[config.mk]
export PLATFORM = sky130hd
export DESIGN_NAME = uart_tx_arbiter_flat
export DESIGN_NICKNAME = d
export VERILOG_FILES = /design/src/rtl/uart_tx_arbiter_if.sv /design/src/rtl/uart_tx_arbiter.sv /design/src/flat_wrapper.sv
export SDC_FILE = /design/constraint.sdc
export NUM_CORES = 1
export LEC_CHECK = 0
export CORE_MARGIN = 1.5
export CORE_UTILIZATION = 30
export DETAILED_ROUTE_END_ITERATION = 12
export DONT_BUFFER_PORTS = 1
export PLACE_DENSITY_LB_ADDON = 0.3
export SLEW_MARGIN = 30
export SYNTH_ARGS = -nofsm -noshare
export SYNTH_HDL_FRONTEND = slang
export SYNTH_SLANG_ARGS = --single-unit
export TNS_END_PERCENT = 10
[constraint.sdc]
create_clock -name clk_i -period 2.3 [get_ports clk_i]
set_input_delay 0.69 -clock clk_i [delete_from_list [all_inputs] [get_ports clk_i]]
set_output_delay 0.69 -clock clk_i [all_outputs]
set_load 0.02 [all_outputs]
[src/rtl/uart_tx_arbiter_if.sv]
// AXI-Lite bundle between the TX arbiter and the UART slave port.
// Master drives addr/data/valids and response readies; slave the rest.
interface uart_tx_arbiter_if;
  logic [12:0] awaddr;
  logic        awvalid;
  logic        awready;
  logic [31:0] wdata;
  logic [3:0]  wstrb;
  logic        wvalid;
  logic        wready;
  logic [1:0]  bresp;
  logic        bvalid;
  logic        bready;
  logic [12:0] araddr;
  logic        arvalid;
  logic        arready;
  logic [31:0] rdata;
  logic [1:0]  rresp;
  logic        rvalid;
  logic        rready;

  modport master (
    output awaddr, awvalid,
    output wdata, wstrb, wvalid,
    output bready,
    output araddr, arvalid,
    output rready,
    input  awready, wready,
    input  bresp, bvalid,
    input  arready,
    input  rdata, rresp, rvalid
  );

  modport slave (
    input  awaddr, awvalid,
    input  wdata, wstrb, wvalid,
    input  bready,
    input  araddr, arvalid,
    input  rready,
    output awready, wready,
    output bresp, bvalid,
    output arready,
    output rdata, rresp, rvalid
  );
endinterface

[src/rtl/uart_tx_arbiter.sv]
// Round-robin byte arbiter feeding the UART TX FIFO over AXI-Lite.
// Ports: clk_i, rstn_i (async low), req_valid_i/req_data_i/req_last_i,
// req_ready_o (one-hot accept), busy_o, err_o (sticky), err_clr_i,
// m_axi_uart (AXI-Lite master). Polls status (AddrBase+8) until the
// TX FIFO is not full, then writes the byte to AddrBase+4.
// Optional: UART_ARB_LOCK_EN keeps the grant until req_last_i.
module uart_tx_arbiter #(
  parameter int          NumReq   = 2,
  parameter logic [12:0] AddrBase = 13'h0000,
  parameter int          PollGap  = 4
) (
  input  logic                  clk_i,
  input  logic                  rstn_i,
  input  logic [NumReq-1:0]     req_valid_i,
  input  logic [NumReq*8-1:0]   req_data_i,
  input  logic [NumReq-1:0]     req_last_i,
  output logic [NumReq-1:0]     req_ready_o,
  output logic                  busy_o,
  output logic                  err_o,
  input  logic                  err_clr_i,
  uart_tx_arbiter_if.master     m_axi_uart
);

  localparam int IW = (NumReq > 1) ? $clog2(NumReq) : 1;
  localparam logic [12:0] TxAddr = AddrBase + 13'd4;
  localparam logic [12:0] StAddr = AddrBase + 13'd8;

  typedef enum logic [2:0] {
    IDLE, AR, R, GAP, WR, B
  } state_t;

  state_t          r_state;
  logic [IW-1:0]   r_last_grant;
  logic [7:0]      r_byte;
  logic [7:0]      r_gap_cnt;
  logic            r_err;
  logic            r_arvalid;
  logic            r_rready;
  logic            r_awvalid;
  logic            r_wvalid;
  logic            r_bready;
  logic [12:0]     r_araddr;
  logic [12:0]     r_awaddr;
  logic [31:0]     r_wdata;
  logic [3:0]      r_wstrb;

  logic [NumReq-1:0] w_elig;
  logic [NumReq-1:0] w_cand;
  logic [NumReq-1:0] w_gnt_oh;
  logic              w_any;
  logic              w_hi_found;
  logic [IW-1:0]     w_hi_idx;
  logic [IW-1:0]     w_lo_idx;
  logic [IW-1:0]     w_gnt;
  logic [7:0]        w_sel_data;
  logic              w_sel_last;
  logic              w_err_set;
  logic              w_aw_done;
  logic              w_w_done;

`ifdef UART_ARB_LOCK_EN
  logic              r_lock;
  logic [IW-1:0]     r_lock_id;

  always_comb begin
    w_elig = '1;
    if (r_lock) begin
      w_elig = '0;
      for (int i = 0; i < NumReq; i++) begin
        if (r_lock_id == IW'(i)) w_elig[i] = 1'b1;
      end
    end
  end
`else
  logic w_unused_last;
  assign w_unused_last = ^req_last_i;
  assign w_elig = '1;
`endif

  assign w_cand = req_valid_i & w_elig;
  assign w_any  = |w_cand;

  // Lowest candidate above last_grant wins; otherwise wrap to the
  // lowest candidate overall. Descending loop lets lower indices win.
  always_comb begin
    w_hi_found = 1'b0;
    w_hi_idx   = '0;
    w_lo_idx   = '0;
    for (int i = NumReq - 1; i >= 0; i--) begin
      if (w_cand[i]) begin
        if (IW'(i) > r_last_grant) begin
          w_hi_found = 1'b1;
          w_hi_idx   = IW'(i);
        end else begin
          w_lo_idx   = IW'(i);
        end
      end
    end
    w_gnt = w_hi_found ? w_hi_idx : w_lo_idx;
  end

  always_comb begin
    w_gnt_oh   = '0;
    w_sel_data = '0;
    w_sel_last = 1'b0;
    for (int i = 0; i < NumReq; i++) begin
      if (w_gnt == IW'(i)) begin
        w_gnt_oh[i] = w_any;
        w_sel_data  = req_data_i[i*8 +: 8];
        w_sel_last  = req_last_i[i];
      end
    end
  end

  // Gated by reset so no byte is popped while the capture flop is held.
  assign req_ready_o =
    w_gnt_oh & {NumReq{(r_state == IDLE) && rstn_i}};

  assign w_err_set =
    ((r_state == R) && m_axi_uart.rvalid &&
     (m_axi_uart.rresp != 2'b00)) ||
    ((r_state == B) && m_axi_uart.bvalid &&
     (m_axi_uart.bresp != 2'b00));

  assign w_aw_done = !r_awvalid || m_axi_uart.awready;
  assign w_w_done  = !r_wvalid  || m_axi_uart.wready;

  logic w_unused_rdata;
  assign w_unused_rdata =
    ^{m_axi_uart.rdata[31:4], m_axi_uart.rdata[2:0]};

  always_ff @(posedge clk_i or negedge rstn_i) begin
    if (!rstn_i) begin
      r_state      <= IDLE;
      r_last_grant <= IW'(NumReq - 1);
      r_byte       <= '0;
      r_gap_cnt    <= '0;
      r_err        <= 1'b0;
      r_arvalid    <= 1'b0;
      r_rready     <= 1'b0;
      r_awvalid    <= 1'b0;
      r_wvalid     <= 1'b0;
      r_bready     <= 1'b0;
      r_araddr     <= '0;
      r_awaddr     <= '0;
      r_wdata      <= '0;
      r_wstrb      <= '0;
`ifdef UART_ARB_LOCK_EN
      r_lock       <= 1'b0;
      r_lock_id    <= '0;
`endif
    end else begin
      // Set beats a simultaneous clear.
      r_err <= w_err_set | (r_err & ~err_clr_i);
      unique case (r_state)
        IDLE: begin
          if (w_any) begin
            r_byte       <= w_sel_data;
            r_last_grant <= w_gnt;
            r_araddr     <= StAddr;
            r_arvalid    <= 1'b1;
            r_state      <= AR;
`ifdef UART_ARB_LOCK_EN
            r_lock       <= ~w_sel_last;
            r_lock_id    <= w_gnt;
`endif
          end
        end
        AR: begin
          if (m_axi_uart.arready) begin
            r_arvalid <= 1'b0;
            r_rready  <= 1'b1;
            r_state   <= R;
          end
        end
        R: begin
          if (m_axi_uart.rvalid) begin
            r_rready <= 1'b0;
            if (m_axi_uart.rresp != 2'b00) begin
              r_state <= IDLE;
            end else if (m_axi_uart.rdata[3]) begin
              if (PollGap == 0) begin
                r_arvalid <= 1'b1;
                r_state   <= AR;
              end else begin
                r_gap_cnt <= '0;
                r_state   <= GAP;
              end
            end else begin
              r_awaddr  <= TxAddr;
              r_wdata   <= {24'h0, r_byte};
              r_wstrb   <= 4'b0001;
              r_awvalid <= 1'b1;
              r_wvalid  <= 1'b1;
              r_state   <= WR;
            end
          end
        end
        GAP: begin
          if (r_gap_cnt == 8'(PollGap - 1)) begin
            r_arvalid <= 1'b1;
            r_state   <= AR;
          end else begin
            r_gap_cnt <= r_gap_cnt + 8'd1;
          end
        end
        WR: begin
          if (m_axi_uart.awready) r_awvalid <= 1'b0;
          if (m_axi_uart.wready)  r_wvalid  <= 1'b0;
          if (w_aw_done && w_w_done) begin
            r_bready <= 1'b1;
            r_state  <= B;
          end
        end
        B: begin
          if (m_axi_uart.bvalid) begin
            r_bready <= 1'b0;
            r_state  <= IDLE;
          end
        end
        default: r_state <= IDLE;
      endcase
    end
  end

  assign busy_o = (r_state != IDLE);
  assign err_o  = r_err;

  assign m_axi_uart.araddr  = r_araddr;
  assign m_axi_uart.arvalid = r_arvalid;
  assign m_axi_uart.rready  = r_rready;
  assign m_axi_uart.awaddr  = r_awaddr;
  assign m_axi_uart.awvalid = r_awvalid;
  assign m_axi_uart.wdata   = r_wdata;
  assign m_axi_uart.wstrb   = r_wstrb;
  assign m_axi_uart.wvalid  = r_wvalid;
  assign m_axi_uart.bready  = r_bready;

endmodule

[src/flat_wrapper.sv]
// flat-port wrapper written by rule: the top's interface ports become plain ports
module uart_tx_arbiter_flat 
#(
  parameter int          NumReq   = 2,
  parameter logic [12:0] AddrBase = 13'h0000,
  parameter int          PollGap  = 4
)
  (clk_i, rstn_i, req_valid_i, req_data_i, req_last_i, req_ready_o, busy_o, err_o, err_clr_i, m_axi_uart_awaddr, m_axi_uart_awvalid, m_axi_uart_wdata, m_axi_uart_wstrb, m_axi_uart_wvalid, m_axi_uart_bready, m_axi_uart_araddr, m_axi_uart_arvalid, m_axi_uart_rready, m_axi_uart_awready, m_axi_uart_wready, m_axi_uart_bresp, m_axi_uart_bvalid, m_axi_uart_arready, m_axi_uart_rdata, m_axi_uart_rresp, m_axi_uart_rvalid);
  uart_tx_arbiter_if m_axi_uart_i ();
  input  logic clk_i;
  input  logic rstn_i;
  input  logic [NumReq-1:0] req_valid_i;
  input  logic [NumReq*8-1:0] req_data_i;
  input  logic [NumReq-1:0] req_last_i;
  output logic [NumReq-1:0] req_ready_o;
  output logic busy_o;
  output logic err_o;
  input  logic err_clr_i;
  output wire logic [$bits(m_axi_uart_i.awaddr)-1:0] m_axi_uart_awaddr;
  output wire logic [$bits(m_axi_uart_i.awvalid)-1:0] m_axi_uart_awvalid;
  output wire logic [$bits(m_axi_uart_i.wdata)-1:0] m_axi_uart_wdata;
  output wire logic [$bits(m_axi_uart_i.wstrb)-1:0] m_axi_uart_wstrb;
  output wire logic [$bits(m_axi_uart_i.wvalid)-1:0] m_axi_uart_wvalid;
  output wire logic [$bits(m_axi_uart_i.bready)-1:0] m_axi_uart_bready;
  output wire logic [$bits(m_axi_uart_i.araddr)-1:0] m_axi_uart_araddr;
  output wire logic [$bits(m_axi_uart_i.arvalid)-1:0] m_axi_uart_arvalid;
  output wire logic [$bits(m_axi_uart_i.rready)-1:0] m_axi_uart_rready;
  input wire logic [$bits(m_axi_uart_i.awready)-1:0] m_axi_uart_awready;
  input wire logic [$bits(m_axi_uart_i.wready)-1:0] m_axi_uart_wready;
  input wire logic [$bits(m_axi_uart_i.bresp)-1:0] m_axi_uart_bresp;
  input wire logic [$bits(m_axi_uart_i.bvalid)-1:0] m_axi_uart_bvalid;
  input wire logic [$bits(m_axi_uart_i.arready)-1:0] m_axi_uart_arready;
  input wire logic [$bits(m_axi_uart_i.rdata)-1:0] m_axi_uart_rdata;
  input wire logic [$bits(m_axi_uart_i.rresp)-1:0] m_axi_uart_rresp;
  input wire logic [$bits(m_axi_uart_i.rvalid)-1:0] m_axi_uart_rvalid;
  assign m_axi_uart_awaddr = m_axi_uart_i.awaddr;
  assign m_axi_uart_awvalid = m_axi_uart_i.awvalid;
  assign m_axi_uart_wdata = m_axi_uart_i.wdata;
  assign m_axi_uart_wstrb = m_axi_uart_i.wstrb;
  assign m_axi_uart_wvalid = m_axi_uart_i.wvalid;
  assign m_axi_uart_bready = m_axi_uart_i.bready;
  assign m_axi_uart_araddr = m_axi_uart_i.araddr;
  assign m_axi_uart_arvalid = m_axi_uart_i.arvalid;
  assign m_axi_uart_rready = m_axi_uart_i.rready;
  assign m_axi_uart_i.awready = m_axi_uart_awready;
  assign m_axi_uart_i.wready = m_axi_uart_wready;
  assign m_axi_uart_i.bresp = m_axi_uart_bresp;
  assign m_axi_uart_i.bvalid = m_axi_uart_bvalid;
  assign m_axi_uart_i.arready = m_axi_uart_arready;
  assign m_axi_uart_i.rdata = m_axi_uart_rdata;
  assign m_axi_uart_i.rresp = m_axi_uart_rresp;
  assign m_axi_uart_i.rvalid = m_axi_uart_rvalid;
  uart_tx_arbiter #(.NumReq(NumReq), .AddrBase(AddrBase), .PollGap(PollGap)) u_core (.clk_i(clk_i), .rstn_i(rstn_i), .req_valid_i(req_valid_i), .req_data_i(req_data_i), .req_last_i(req_last_i), .req_ready_o(req_ready_o), .busy_o(busy_o), .err_o(err_o), .err_clr_i(err_clr_i), .m_axi_uart(m_axi_uart_i));
endmodule
==> run metrics, run 1 <==
outcome finished, final reports clean; count of state elements after synthesis 36; horizontal die dimension roughly 89 um; Setup Skew 6.290 ps; pin count of the biggest net entering global routing 39; CP Max Fanout 2; proportion of synthesized chip area in sequential cells between 40% and 50%; number of buffers inserted by port buffering 0; global routing usage summed across all routing layers between 10% and 20%; number of setup buffers added after CTS 0; Initial Util a little under a third; DRC errors left 0; most frequently used flop master after synthesis sky130_fd_sc_hd__dfrtp_1; root buffer selected by CTS sky130_fd_sc_hd__clkbuf_8; Placed Cells incl. Taps approximately 320; quantity of hold-fixing buffers added after cts 0; H-tree depth 2; area share of the largest cell type after synthesis 39.57%; Worst setup SP type flip-flop; Register Area ~900 um^2; via count of the first global-routing pass 1319; min cycle time layout 2126 ps; detail-routed via count per cell around 4.4; number of fillers in the final layout between 700 and 800; Avg WL per Cell about 12 um; cell type with the largest total area after synthesis sky130_fd_sc_hd__dfrtp_1; final weighted congestion in routability-driven placement 0.7930; Total Routed Length 4.039 mm; number of search-and-repair iterations in the first detailed-routing pass 4; # setup viols final 0; maximum vdd drop between 0.4 and 0.5 mV; final-stage net count roughly 300; number of cells produced by synthesis 222; PostCTS Resize Cnt 0; remaining global-route overflow 0; most used standard cells in the synthesized netlist sky130_fd_sc_hd__buf_4 (53), sky130_fd_sc_hd__dfrtp_1 (35), sky130_fd_sc_hd__a21oi_1 (15); flop-to-flop setup slack between 200 and 300 ps; Final Hold Vio Count 0; Post-Synthesis Mean Instance Area between 9 and 10 um^2; Synth async-reset ratio 100.0%; summed instance area of the synthesized netlist approximately 0.0022 mm^2; die height 88.90 um; clock transition at the registers of the reported paths approximately 80 ps; worst max-slew margin expressed relative to the limit 65.83%; half-perimeter wire length after placement about 3.0 mm; Synthesis Warnings 0; total number of vias about 1400; count of pins on the block boundary ~140; top cells by area in the synthesized netlist sky130_fd_sc_hd__dfrtp_1 (40%), sky130_fd_sc_hd__buf_4 (18%), sky130_fd_sc_hd__mux2i_1 (4.1%); number of maximum-capacitance constraint violations 0; min-delay worst type input pin to async pin; multi-input gate area in the final layout between 0.001 and 0.0015 mm^2; initial antenna violation count 0; number of cell instances on the worst register-to-register path 5; wire length of the first global-routing pass 6.527 mm; Critical Path Sink Type output port; initial detailed-routing violation count between 70 and 80; Max Transition Viols Final 0; area added between synthesis and finish 2.205%; most repeated cell in the gate-level netlist after synthesis sky130_fd_sc_hd__buf_4; final std cells w/o fill around 330; power density of the placed cells roughly 1200 mW/mm^2; count of nets left with antenna violations after detail routing 0; CTS tree built; Max Clock Freq roughly 0.47 GHz; data required time at the worst endpoint around 1600 ps; Reg-to-Reg Start u_core.r_gap_cnt[0]$_DFFE_PN0P_; CTS Buf Count 5; leakage power figure approximately 0.0011 uW; post-route fraction of the period consumed by the critical path between 90% and 100%; die area roughly 0.008 mm^2; CP Data Arrival Time ~1400 ps; number of buffers on the longest clock path 2; Cell Rows 31; actual transition at the worst max-transition pin between 500 and 600 ps; Post-synth EDFFs 0; Total Neg Setup Slack 0 ps; share of layout cells above drive strength 1 16.09%; sink count of the clock tree 36; unrepaired setup endpoints after global routing false; count of inserted antenna diode cells 0; category of the critical setup timing path flip-flop to output port; clock insertion delay at the later pin of the skew report ~280 ps; standard cell core area slightly above 0.007 mm^2; number of distinct library cells after synthesis 52; critical register-to-register path endpoint u_core.r_gap_cnt[4]$_DFFE_PN0P_
cell type report:
| type | count | area share (%) |
|---|---|---|
| inverters | 5 | 0.8296 |
| repair buffers | 10 | 3.319 |
| flip-flops and latches | 36 | 39.88 |
| clock inverters | 2 | 1.549 |
| clock buffers | 6 | 3.208 |
| well taps | 99 | 5.476 |
| multi-input cells | 171 | 45.74 |
registers in the layout, indices dropped and copies added (netlist names), 3 cells and up:
signal                   count
u_core.r_gap_cnt             8
u_core.r_state               3
u_core.r_byte                8
u_core.m_axi_uart.wdata      8
where the power goes:
| part | internal, uW | switching [uW] | leakage [uW] |
|---|---|---|---|
| sequential | 908 | 381 | 0.000429 |
| clock | 322 | 225 | 0.0000552 |
| combinational | 437 | 528 | 0.000600 |
cell families after synthesis:
kind of cell	Yosys count	share of synthesized area, %
buf+inv	65	21.20
compound gates	45	14.87
simple gates	56	13.91
fa+ha+maj	1	0.5652
mux	17	8.141
flops	36	40.76
other cells	1	0.1694
xor+xnor	1	0.3958
critical path, cell delays in order, from the launching register on:
cell                      delay, ps
sky130_fd_sc_hd__dfrtp_1        410
sky130_fd_sc_hd__nor3_2         230
sky130_fd_sc_hd__inv_1          100
sky130_fd_sc_hd__nor2_2         120
sky130_fd_sc_hd__and3b_1        300
layout by cell type, fill, tap and decap left out, types with 2 or more instances in the layout:
| master | count |
|---|---|
| sky130_fd_sc_hd__nand2_1 | 10 |
| sky130_fd_sc_hd__inv_1 | 5 |
| sky130_fd_sc_hd__buf_4 | 10 |
| sky130_fd_sc_hd__nor2_1 | 12 |
| sky130_fd_sc_hd__nand4_1 | 2 |
| sky130_fd_sc_hd__a31oi_1 | 4 |
| sky130_fd_sc_hd__nand3_1 | 3 |
| sky130_fd_sc_hd__mux2i_1 | 9 |
| sky130_fd_sc_hd__and3_1 | 6 |
| sky130_fd_sc_hd__a41oi_1 | 3 |
| sky130_fd_sc_hd__a211o_1 | 2 |
| sky130_fd_sc_hd__nand2b_1 | 5 |
| sky130_fd_sc_hd__a22oi_1 | 2 |
| sky130_fd_sc_hd__or2_2 | 2 |
| sky130_fd_sc_hd__nand3b_1 | 2 |
| sky130_fd_sc_hd__dfrtp_1 | 35 |
| sky130_fd_sc_hd__conb_1 | 51 |
| sky130_fd_sc_hd__a22o_2 | 2 |
| sky130_fd_sc_hd__a21oi_1 | 15 |
| sky130_fd_sc_hd__clkbuf_8 | 5 |
| sky130_fd_sc_hd__o22ai_1 | 2 |
| sky130_fd_sc_hd__o21ai_0 | 3 |
| sky130_fd_sc_hd__nor3b_1 | 2 |
| sky130_fd_sc_hd__mux2_2 | 8 |
| sky130_fd_sc_hd__nor3_1 | 3 |
per-layer routing:
layer	global-route usage [%]	up-vias	part of all wire [%]
li1	-	692	-
met1	13.77	680	44
met2	16.87	56	46
met3	4.524	6	8.6
met4	4.261	0	1.6
met5	0	-	0
per-stage QoR:
step           utilization, %  setup WS [ps]  total power (uW)  hold slack, ps  instance area [um^2]
2_1_floorplan               -          27.96              2112           394.4                  2406
3_3_place_gp            30.03          262.6              2252           396.1                  2155
3_5_place_dp            30.03          270.5              2276           396.1                  2155
4_1_cts                 31.53          151.1              2840           74.74                  2262
5_1_grt                 31.53          93.68              3012           68.08                  2262
6_report                31.53          174.3              2801           92.20                  2262
worst max-delay path by stage:
stage | from | to | slack [ps] | depth (start not counted)
after floorplan | req_valid_i[1] | req_ready_o[1] | 30 | 3
after global placement | u_core.r_gap_cnt[0]$_DFFE_PN0P_ | u_core.r_gap_cnt[4]$_DFFE_PN0P_ | 260 | 5
after detailed placement | u_core.r_gap_cnt[0]$_DFFE_PN0P_ | u_core.r_gap_cnt[4]$_DFFE_PN0P_ | 270 | 5
after CTS | u_core.r_state[2]$_DFFE_PN0P_ | req_ready_o[0] | 150 | 4
after global routing | u_core.r_state[2]$_DFFE_PN0P_ | req_ready_o[0] | 90 | 4
final | u_core.r_state[2]$_DFFE_PN0P_ | req_ready_o[0] | 170 | 4
No activity file was read; power rests on OpenSTA's default activity.
==> inputs of run 2 (changes only) <==
--- a/config.mk
+++ b/config.mk
@@ -10,6 +10,7 @@
 export DETAILED_ROUTE_END_ITERATION = 12
 export DONT_BUFFER_PORTS = 1
 export PLACE_DENSITY_LB_ADDON = 0.3
+export SKIP_LAST_GASP = 1
 export SLEW_MARGIN = 30
 export SYNTH_ARGS = -nofsm -noshare
 export SYNTH_HDL_FRONTEND = slang
==> results of run 2 <==
Same layout as run 1: the final DEF is identical, and so are final timing and power.
